--- src/rtl/gcd_arb_pkg.sv ---
// Shared types and default sizing for the GCD request arbiter.
package gcd_arb_pkg;

    localparam int DefNBits      = 16;
    localparam int DefNReq       = 4;
    localparam int DefTimeoutCyc = 1024;

    typedef enum logic [1:0] {
        IDLE,
        ISSUE,
        WAIT,
        RESP
    } state_e;

endpackage

--- src/rtl/rr_arbiter.sv ---
// Round-robin selector: the search starts one past the previous winner and
// wraps, so every active requester is reached within NReq grants.
module rr_arbiter #(
    parameter int NReq = 4,
    parameter int IdxW = 2
) (
    input  logic [NReq-1:0] req,
    input  logic [IdxW-1:0] last_grant,
    output logic [NReq-1:0] grant,
    output logic [IdxW-1:0] grant_idx,
    output logic            any_grant
);

    int              cand;
    logic [IdxW-1:0] cand_idx;

    always_comb begin
        grant     = '0;
        grant_idx = '0;
        any_grant = 1'b0;
        cand      = 0;
        cand_idx  = '0;
        for (int i = 1; i <= NReq; i++) begin
            cand = int'(last_grant) + i;
            if (cand >= NReq) begin
                cand = cand - NReq;
            end
            cand_idx = IdxW'(cand);
            if (!any_grant && req[cand_idx]) begin
                any_grant       = 1'b1;
                grant_idx       = cand_idx;
                grant[cand_idx] = 1'b1;
            end
        end
    end

endmodule

--- src/rtl/gcd_arbiter.sv ---
// Shares one GCD datapath among NReq requesters, one transaction at a time.
// Trivial operand pairs are answered directly without touching the datapath.
module gcd_arbiter
    import gcd_arb_pkg::*;
#(
    parameter int NBits      = DefNBits,
    parameter int NReq       = DefNReq,
    parameter int TimeoutCyc = DefTimeoutCyc
) (
    input  logic                  clk,
    input  logic                  rst,
    input  logic [NReq-1:0]       req_valid,
    output logic [NReq-1:0]       req_ready,
    input  logic [NReq*NBits-1:0] req_x,
    input  logic [NReq*NBits-1:0] req_y,
    output logic [NReq-1:0]       resp_valid,
    input  logic [NReq-1:0]       resp_ready,
    output logic [NBits-1:0]      resp_data,
    output logic                  resp_err,
    output logic [NBits-1:0]      gcd_xi,
    output logic [NBits-1:0]      gcd_yi,
    output logic                  gcd_start,
    input  logic                  gcd_rdy,
    input  logic [NBits-1:0]      gcd_xo
);

    localparam int IdxW = (NReq > 1) ? $clog2(NReq) : 1;
    localparam int CntW = $clog2(TimeoutCyc + 1);

    state_e            state_q, state_d;
    logic [IdxW-1:0]   last_grant_q, last_grant_d;
    logic [IdxW-1:0]   tag_q, tag_d;
    logic [NReq-1:0]   resp_valid_q, resp_valid_d;
    logic [NBits-1:0]  resp_data_q, resp_data_d;
    logic              resp_err_q, resp_err_d;
    logic [NBits-1:0]  gcd_xi_q, gcd_xi_d;
    logic [NBits-1:0]  gcd_yi_q, gcd_yi_d;
    logic              gcd_start_q, gcd_start_d;
    logic [CntW-1:0]   cnt_q, cnt_d;
    logic              rdy_prev_q;

    logic [NReq-1:0]   grant_oh;
    logic [IdxW-1:0]   grant_idx;
    logic              any_grant;
    logic [NBits-1:0]  sel_x, sel_y;
    logic [NReq-1:0]   tag_oh;

    rr_arbiter #(
        .NReq (NReq),
        .IdxW (IdxW)
    ) u_rr (
        .req        (req_valid),
        .last_grant (last_grant_q),
        .grant      (grant_oh),
        .grant_idx  (grant_idx),
        .any_grant  (any_grant)
    );

    always_comb begin
        sel_x = '0;
        sel_y = '0;
        for (int i = 0; i < NReq; i++) begin
            if (grant_idx == IdxW'(i)) begin
                sel_x = req_x[i*NBits +: NBits];
                sel_y = req_y[i*NBits +: NBits];
            end
        end
    end

    always_comb begin
        tag_oh        = '0;
        tag_oh[tag_q] = 1'b1;
    end

    always_comb begin
        state_d      = state_q;
        last_grant_d = last_grant_q;
        tag_d        = tag_q;
        resp_valid_d = resp_valid_q;
        resp_data_d  = resp_data_q;
        resp_err_d   = resp_err_q;
        gcd_xi_d     = gcd_xi_q;
        gcd_yi_d     = gcd_yi_q;
        cnt_d        = cnt_q;
        gcd_start_d  = 1'b0;
        req_ready    = '0;

        case (state_q)
            IDLE: begin
                if (any_grant) begin
                    // The accept strobe is combinational so it always coincides
                    // with the requester's own valid; it is held off during reset.
                    req_ready = rst ? grant_oh : '0;
                    tag_d     = grant_idx;
                    if (sel_x == '0 || sel_y == '0) begin
                        resp_data_d  = sel_x + sel_y;
                        resp_err_d   = 1'b0;
                        resp_valid_d = grant_oh;
                        state_d      = RESP;
                    end else if (sel_x == sel_y) begin
                        resp_data_d  = sel_x;
                        resp_err_d   = 1'b0;
                        resp_valid_d = grant_oh;
                        state_d      = RESP;
                    end else begin
                        gcd_xi_d    = sel_x;
                        gcd_yi_d    = sel_y;
                        gcd_start_d = 1'b1;
                        state_d     = ISSUE;
                    end
                end
            end
            ISSUE: begin
                cnt_d   = '0;
                state_d = WAIT;
            end
            WAIT: begin
                // Only a fresh rising edge counts, so a rdy level left over from
                // an earlier job cannot complete this one.
                if (gcd_rdy && !rdy_prev_q) begin
                    resp_data_d  = gcd_xo;
                    resp_err_d   = 1'b0;
                    resp_valid_d = tag_oh;
                    gcd_xi_d     = '0;
                    gcd_yi_d     = '0;
                    state_d      = RESP;
                end else if (cnt_q == CntW'(TimeoutCyc - 1)) begin
                    resp_data_d  = '0;
                    resp_err_d   = 1'b1;
                    resp_valid_d = tag_oh;
                    gcd_xi_d     = '0;
                    gcd_yi_d     = '0;
                    state_d      = RESP;
                end else begin
                    cnt_d = cnt_q + CntW'(1);
                end
            end
            RESP: begin
                if (resp_ready[tag_q]) begin
                    resp_valid_d = '0;
                    last_grant_d = tag_q;
                    state_d      = IDLE;
                end
            end
            default: begin
                state_d = IDLE;
            end
        endcase
    end

    always_ff @(posedge clk or negedge rst) begin
        if (!rst) begin
            state_q      <= IDLE;
            last_grant_q <= IdxW'(NReq - 1);
            tag_q        <= '0;
            resp_valid_q <= '0;
            resp_data_q  <= '0;
            resp_err_q   <= 1'b0;
            gcd_xi_q     <= '0;
            gcd_yi_q     <= '0;
            gcd_start_q  <= 1'b0;
            cnt_q        <= '0;
            rdy_prev_q   <= 1'b0;
        end else begin
            state_q      <= state_d;
            last_grant_q <= last_grant_d;
            tag_q        <= tag_d;
            resp_valid_q <= resp_valid_d;
            resp_data_q  <= resp_data_d;
            resp_err_q   <= resp_err_d;
            gcd_xi_q     <= gcd_xi_d;
            gcd_yi_q     <= gcd_yi_d;
            gcd_start_q  <= gcd_start_d;
            cnt_q        <= cnt_d;
            rdy_prev_q   <= gcd_rdy;
        end
    end

    assign resp_valid = resp_valid_q;
    assign resp_data  = resp_data_q;
    assign resp_err   = resp_err_q;
    assign gcd_xi     = gcd_xi_q;
    assign gcd_yi     = gcd_yi_q;
    assign gcd_start  = gcd_start_q;

endmodule

--- config.mk ---
export PLATFORM = sky130hd
export DESIGN_NAME = gcd_arbiter
export DESIGN_NICKNAME = d
export VERILOG_FILES = /design/src/rtl/gcd_arb_pkg.sv /design/src/rtl/rr_arbiter.sv /design/src/rtl/gcd_arbiter.sv
export SDC_FILE = /design/constraint.sdc
export NUM_CORES = 1
export LEC_CHECK = 0
export CORE_UTILIZATION = 50
export CTS_BUF_LIST = sky130_fd_sc_hd__clkbuf_4
export DETAILED_ROUTE_END_ITERATION = 16
export PLACE_DENSITY = 0.87
export SYNTH_ARGS = -nofsm -noshare
export SYNTH_HDL_FRONTEND = slang
export SYNTH_SLANG_ARGS = --single-unit
--- constraint.sdc ---
create_clock -name clk -period 13.6 [get_ports clk]
set_input_delay 2.72 -clock clk [delete_from_list [all_inputs] [get_ports clk]]
set_output_delay 2.72 -clock clk [all_outputs]
set_load 0.1 [all_outputs]
==> flow_summary.yaml, run 1 <==
route:
  postRouteAntennaNets: 0
  wl_met1_mm: 8.564
  drt-vias-per-instance: 5.915
  drt-initial-drc-count: 669
  drc_errors: 0
  highest_layer: "met4"
  drt-total-wl_mm: 21.01
  met3_length_mm: 1.472
  wl_met2_mm: 10.22
  first_pass_iters: 6
  routedWlPerCell_um: 17.92
  vias: 6932
synth:
  synth.top_cell.area_share: 0.2738
  ys_seq_area_frac: 0.2820
  ys_ff_latch: 72
  netlist_area_sq_um: 6399
  ys_warn_count: 0
  syn_avg_cell_area_sq_um: 7.880
  syn_inst: 812
  synth_nets: 997
  synth_most_common_cell: "nand2_1"
  ys.flop_type: "dfrtp_1"
  synth.distinct_cells: 79
  synth-edff-count: 0
  synth_top_cell_by_area: "dfrtp_1"
  async_flop_share: 1.000
  synthTopCellsByArea: "dfrtp_1, nand2_1, mux2i_1, ha_1, nor2_1"
  yosys-top-cells-count: "nand2_1, dfrtp_1, nor2_1"
global_route:
  grt_pass1_vias: 6827
  grt_use_total: 0.3266
  antenna_found_initial: 0
  grt_overflow: 0
  grt_pass1_wl_mm: 33.82
  grt_max_degree: 74
cts:
  root_buffer: "clkbuf_4"
  cts_tree: "built"
  clk_pin_slew_ns: 0.11
  clk_latency_ns: 0.43
  clock_sink_count: 72
  cts_setup_buffers: 0
  cts_buffers: 9
  htree_levels: 3
  postCtsHoldBufs: 0
  cts-resized-gates: 0
  clockBufferDepth: 2
timing:
  maxSlewViolCount: 0
  rsz0062_at_grt: "no"
  slew_headroom: 0.2809
  fin_skew_ns: 0.01560
  setup-tns-final_ns: 0
  worst_pin_slew_ns: 1.079
  hold_viol: 0
  min_period_ns: 8.858
  final-setup-viol-count: 0
  fmax_mhz: 112.9
  post-route-period-util: 0.6513
critical_path:
  critPathCaptureType: "primary output"
  arrival_ns: 6.14
  worstPathRequired_ns: 10.88
  critPathKind: "input pin to primary output"
  regToRegSetupSlack_ns: 6.64
  path_max_fanout: 11
  startpoint_type: "input pin"
placement:
  dpl.hpwl_mm: 16.33
  port_buffers: 212
  gp_congestion: 0.9747
hold_path:
  min_path_type: "flop to flop"
finish:
  syn_to_final_growth_pct: 36.19
  drive_above_1_share: 0.05777
  antenna_cells: 0
  nets: 1184
  post-route-util: 0.7107
floorplan:
  die_h_um: 115.1
  core_sq_um: 12260
  die_w_um: 115.1
  fp-row-count: 40
  start_util: 0.5218
  dieArea_sq_um: 13250
  io-pin-count: 213
run_status:
  status: "finished clean"
job:
  cap_violations: 0
==> state kept, by name, indices dropped and copies added, names as in the netlist <==
| signal | count |
|---|---|
| resp_valid | 4 |
| gcd_start | 1 |
| resp_data | 16 |
| resp_err | 1 |
| tag_q | 2 |
| gcd_xi | 16 |
| cnt_q | 11 |
| state_q | 2 |
| rdy_prev_q | 1 |
| gcd_yi | 16 |
| last_grant_q | 2 |
==> path summary, 6_finish.rpt <==
kind / from / to / cells after the start
max: req_valid[2] / req_ready[1] / 7
min: gcd_xi[6] / gcd_xi[6] / 1
max reg2reg: last_grant_q[0] / resp_data[14] / 16
min reg2reg: gcd_xi[6] / gcd_xi[6] / 1
max in group asynchronous: rst / gcd_xi[14] / 2
min in group asynchronous: rst / cnt_q[3] / 2
==> cells in the final DEF, fill, tap and decap left out, types with 17 or more instances in the layout <==
cell,instances
nand3_1,43
nor4_1,17
nand2_1,132
mux2i_1,38
nor3_1,17
o21ai_1,37
ha_1,30
xor2_1,21
nor2_1,63
clkdlybuf4s50_1,211
dfrtp_1,70
a31oi_1,29
a21oi_1,34
o21ai_0,20
and3_1,24
inv_1,45
==> layer usage <==
layer  vias up  global-route usage
met1      3223              0.3980
met3        69             0.06009
met2       333              0.5727
met5         -                   0
met4         0              0.1247
li1       3307                   -
==> metrics by stage <==
step           cell area [sq um]  std cells  hold WS [ns]  worst slack, ns
2_1_floorplan               6399        812        0.4973            5.517
3_3_place_gp                8592       1156        0.4661            4.849
3_5_place_dp                8592       1156        0.4752            4.798
4_1_cts                     8715       1172        0.5005            4.789
5_1_grt                     8715       1172        0.5153            4.581
6_report                    8715       1172        0.4984            4.742
==> worst max-delay path, stage by stage <==
cell and delay (ns):
clkdlybuf4s50_1 0.54, mux4_2 0.63, or2_1 0.34, nor3b_1 0.45
a221oi_1 0.20, nor2_1 0.12, clkdlybuf4s50_1 1.14
==> kinds of logic after synthesis <==
kind of cell | after synthesis | share of synthesized area
simple gates | 344 | 0.2564
compound gates | 186 | 0.1922
buf+inv | 87 | 0.05632
flops | 72 | 0.2820
mux | 59 | 0.1079
xor+xnor | 34 | 0.04654
fa+ha+maj | 30 | 0.05866
==> layout make-up <==
type	count	area, sq um
clock buffer	9	67.56
multi-input combinational	653	4247
inverter	45	168.9
tap	168	210.2
sequential	72	1804
timing repair buffer	218	2162
clock inverter	7	55.05
fill	986	3547
Power of run 1 is left out: the tool's default activity adds up to more than one toggle a clock period on the data nets, which glitch-free logic cannot reach.
==> inputs of run 2 (changes only) <==
CORE_UTILIZATION = 44   (was 50)
PLACE_DENSITY = 0.81   (was 0.87)
clock period = 7.5 ns   (was 13.6 ns; I/O delays follow)
==> run 2 against run 1 <==
Compared with the run above: clock-buffer cell count increased by 3; non-clock buffer count rose by 17; die area increased by 13%; sequential share of layout area shrank 0.31 points; largest cell class unchanged.
==> flow_summary.yaml, run 2 (same netlist as run 1, synthesis figures left out) <==
run_status:
  status: "finished clean"
global_route:
  grt_pass1_wl_mm: 34.51
  grt_max_degree: 74
  grt_overflow: 0
  grt_use_total: 0.3003
  grt_pass1_vias: 6744
  antenna_found_initial: 0
timing:
  slew_headroom: 0.2623
  hold_viol: 0
  post-route-period-util: 0.8763
  fmax_mhz: 152.2
  final-setup-viol-count: 0
  setup-tns-final_ns: 0
  rsz0062_at_grt: "no"
  fin_skew_ns: 0.01229
  worst_pin_slew_ns: 1.107
  holdWs_ns: 0.4976
  maxSlewViolCount: 0
  min_period_ns: 6.572
route:
  drt-total-wl_mm: 21.79
  drc_errors: 0
  vias: 7081
  drt-initial-drc-count: 619
  postRouteAntennaNets: 0
  drt-vias-per-instance: 5.896
  routedWlPerCell_um: 18.14
  first_pass_iters: 5
cts:
  htree_levels: 3
  clock_sink_count: 72
  cts_setup_buffers: 0
  cts_buffers: 9
  root_buffer: "clkbuf_4"
  cts_tree: "built"
  clockBufferDepth: 2
  postCtsHoldBufs: 0
  clk_latency_ns: 0.44
  cts-resized-gates: 0
  clk_pin_slew_ns: 0.12
finish:
  drive_above_1_share: 0.07640
  final_cell_area_sq_um: 8848
  layout_commonest_cell: "clkdlybuf4s50_1"
  layout_common_cells: "clkdlybuf4s50_1, nand2_1, dfrtp_1, nor2_1, inv_1"
  nets: 1201
  syn_to_final_growth_pct: 38.29
  antenna_cells: 0
  n_fill_cell: 1223
placement:
  placed_area_sq_um: 8737
  dpl.hpwl_mm: 17.29
  port_buffers: 212
  gp_congestion: 0.9640
critical_path:
  path_max_fanout: 59
  critPathCaptureType: "flop"
  critPathMaxStageDelay_ns: 0.60
  path_cells: "clkdlybuf4s50_1 > mux4_2 > nor2b_1 > o211a_2 > buf_12 > nand2_1 > and3_1 > a31oi_1 > ha_1 > nor4_1 > nand4_1 > nor3_1 > nor3b_2 > o21a_2 > mux2_1"
  worstPathRequired_ns: 7.83
  critPathKind: "input pin to flop"
  arrival_ns: 6.90
  worst_path_max_delay_cell: "mux4_2"
  startpoint_type: "input pin"
floorplan:
  io-pin-count: 213
  core_sq_um: 14040
  start_util: 0.4557
  die_h_um: 122.6
  die_w_um: 122.6
  fp-row-count: 43
  dieArea_sq_um: 15030
hold_path:
  min_path_type: "flop to flop"
job:
  cap_violations: 0
[run 2: cell types whose count changed in the layout (fill, tap and decap cells not counted)]
cell / change
clkinv_2: +1
clkinv_1: +1
clkinv_4: -2
buf_4: +20
clkdlybuf4s50_1: -4
inv_6: -2
buf_12: +1
clkinvlp_4: -1
clkbuf_4: +3
[run 2: per-stage QoR]
step           utilization  worst slack [ns]  std cells
2_1_floorplan            -             1.093        812
3_3_place_gp        0.6222            0.7406       1185
3_5_place_dp        0.6222            0.5881       1185
4_1_cts             0.6301             1.048       1201
5_1_grt             0.6301            0.6213       1201
6_report            0.6301            0.9281       1201
[run 2: critical path, delay by kind of cell]
kind | cells | cell delay (ns)
compound gates | 3 | 1.55
buf+inv | 2 | 0.75
fa+ha+maj | 1 | 0.36
simple gates | 7 | 1.62
mux | 2 | 1.06
[run 2: per-layer routing]
layer | vias up | share of wire | track usage
met5 | - | 0 | 0
met4 | 0 | 0.034 | 0.1037
met3 | 47 | 0.080 | 0.06691
met2 | 343 | 0.48 | 0.5014
met1 | 3347 | 0.41 | 0.3803
li1 | 3344 | - | -
[run 2: path summary, 6_finish.rpt]
kind | cells after the start | to | start | slack, ns
worst max-delay path | 15 | gcd_xi[13] | req_valid[2] | 0.93
worst min-delay path | 2 | resp_valid[0] | resp_valid[0] | 0.50
worst max register to register | 16 | gcd_xi[13] | last_grant_q[0] | 1.11
worst min register to register | 2 | resp_valid[0] | resp_valid[0] | 0.50
max in group asynchronous | 2 | gcd_yi[7] | rst | 5.64
min in group asynchronous | 2 | gcd_start | rst | 1.27
[run 2: area by class of cell]
cell class                      count  area, sq um  area share
Clock inverter                      4        21.27    0.002404
Inverter                           45        168.9     0.01909
Clock buffer                       12        90.09     0.01018
Timing Repair Buffer              235         2292      0.2590
Multi-Input combinational cell    653         4247      0.4799
Sequential cell                    72         1804      0.2039
Tap cell                          180        225.2     0.02545
Power of run 2 is left out for the same reason.
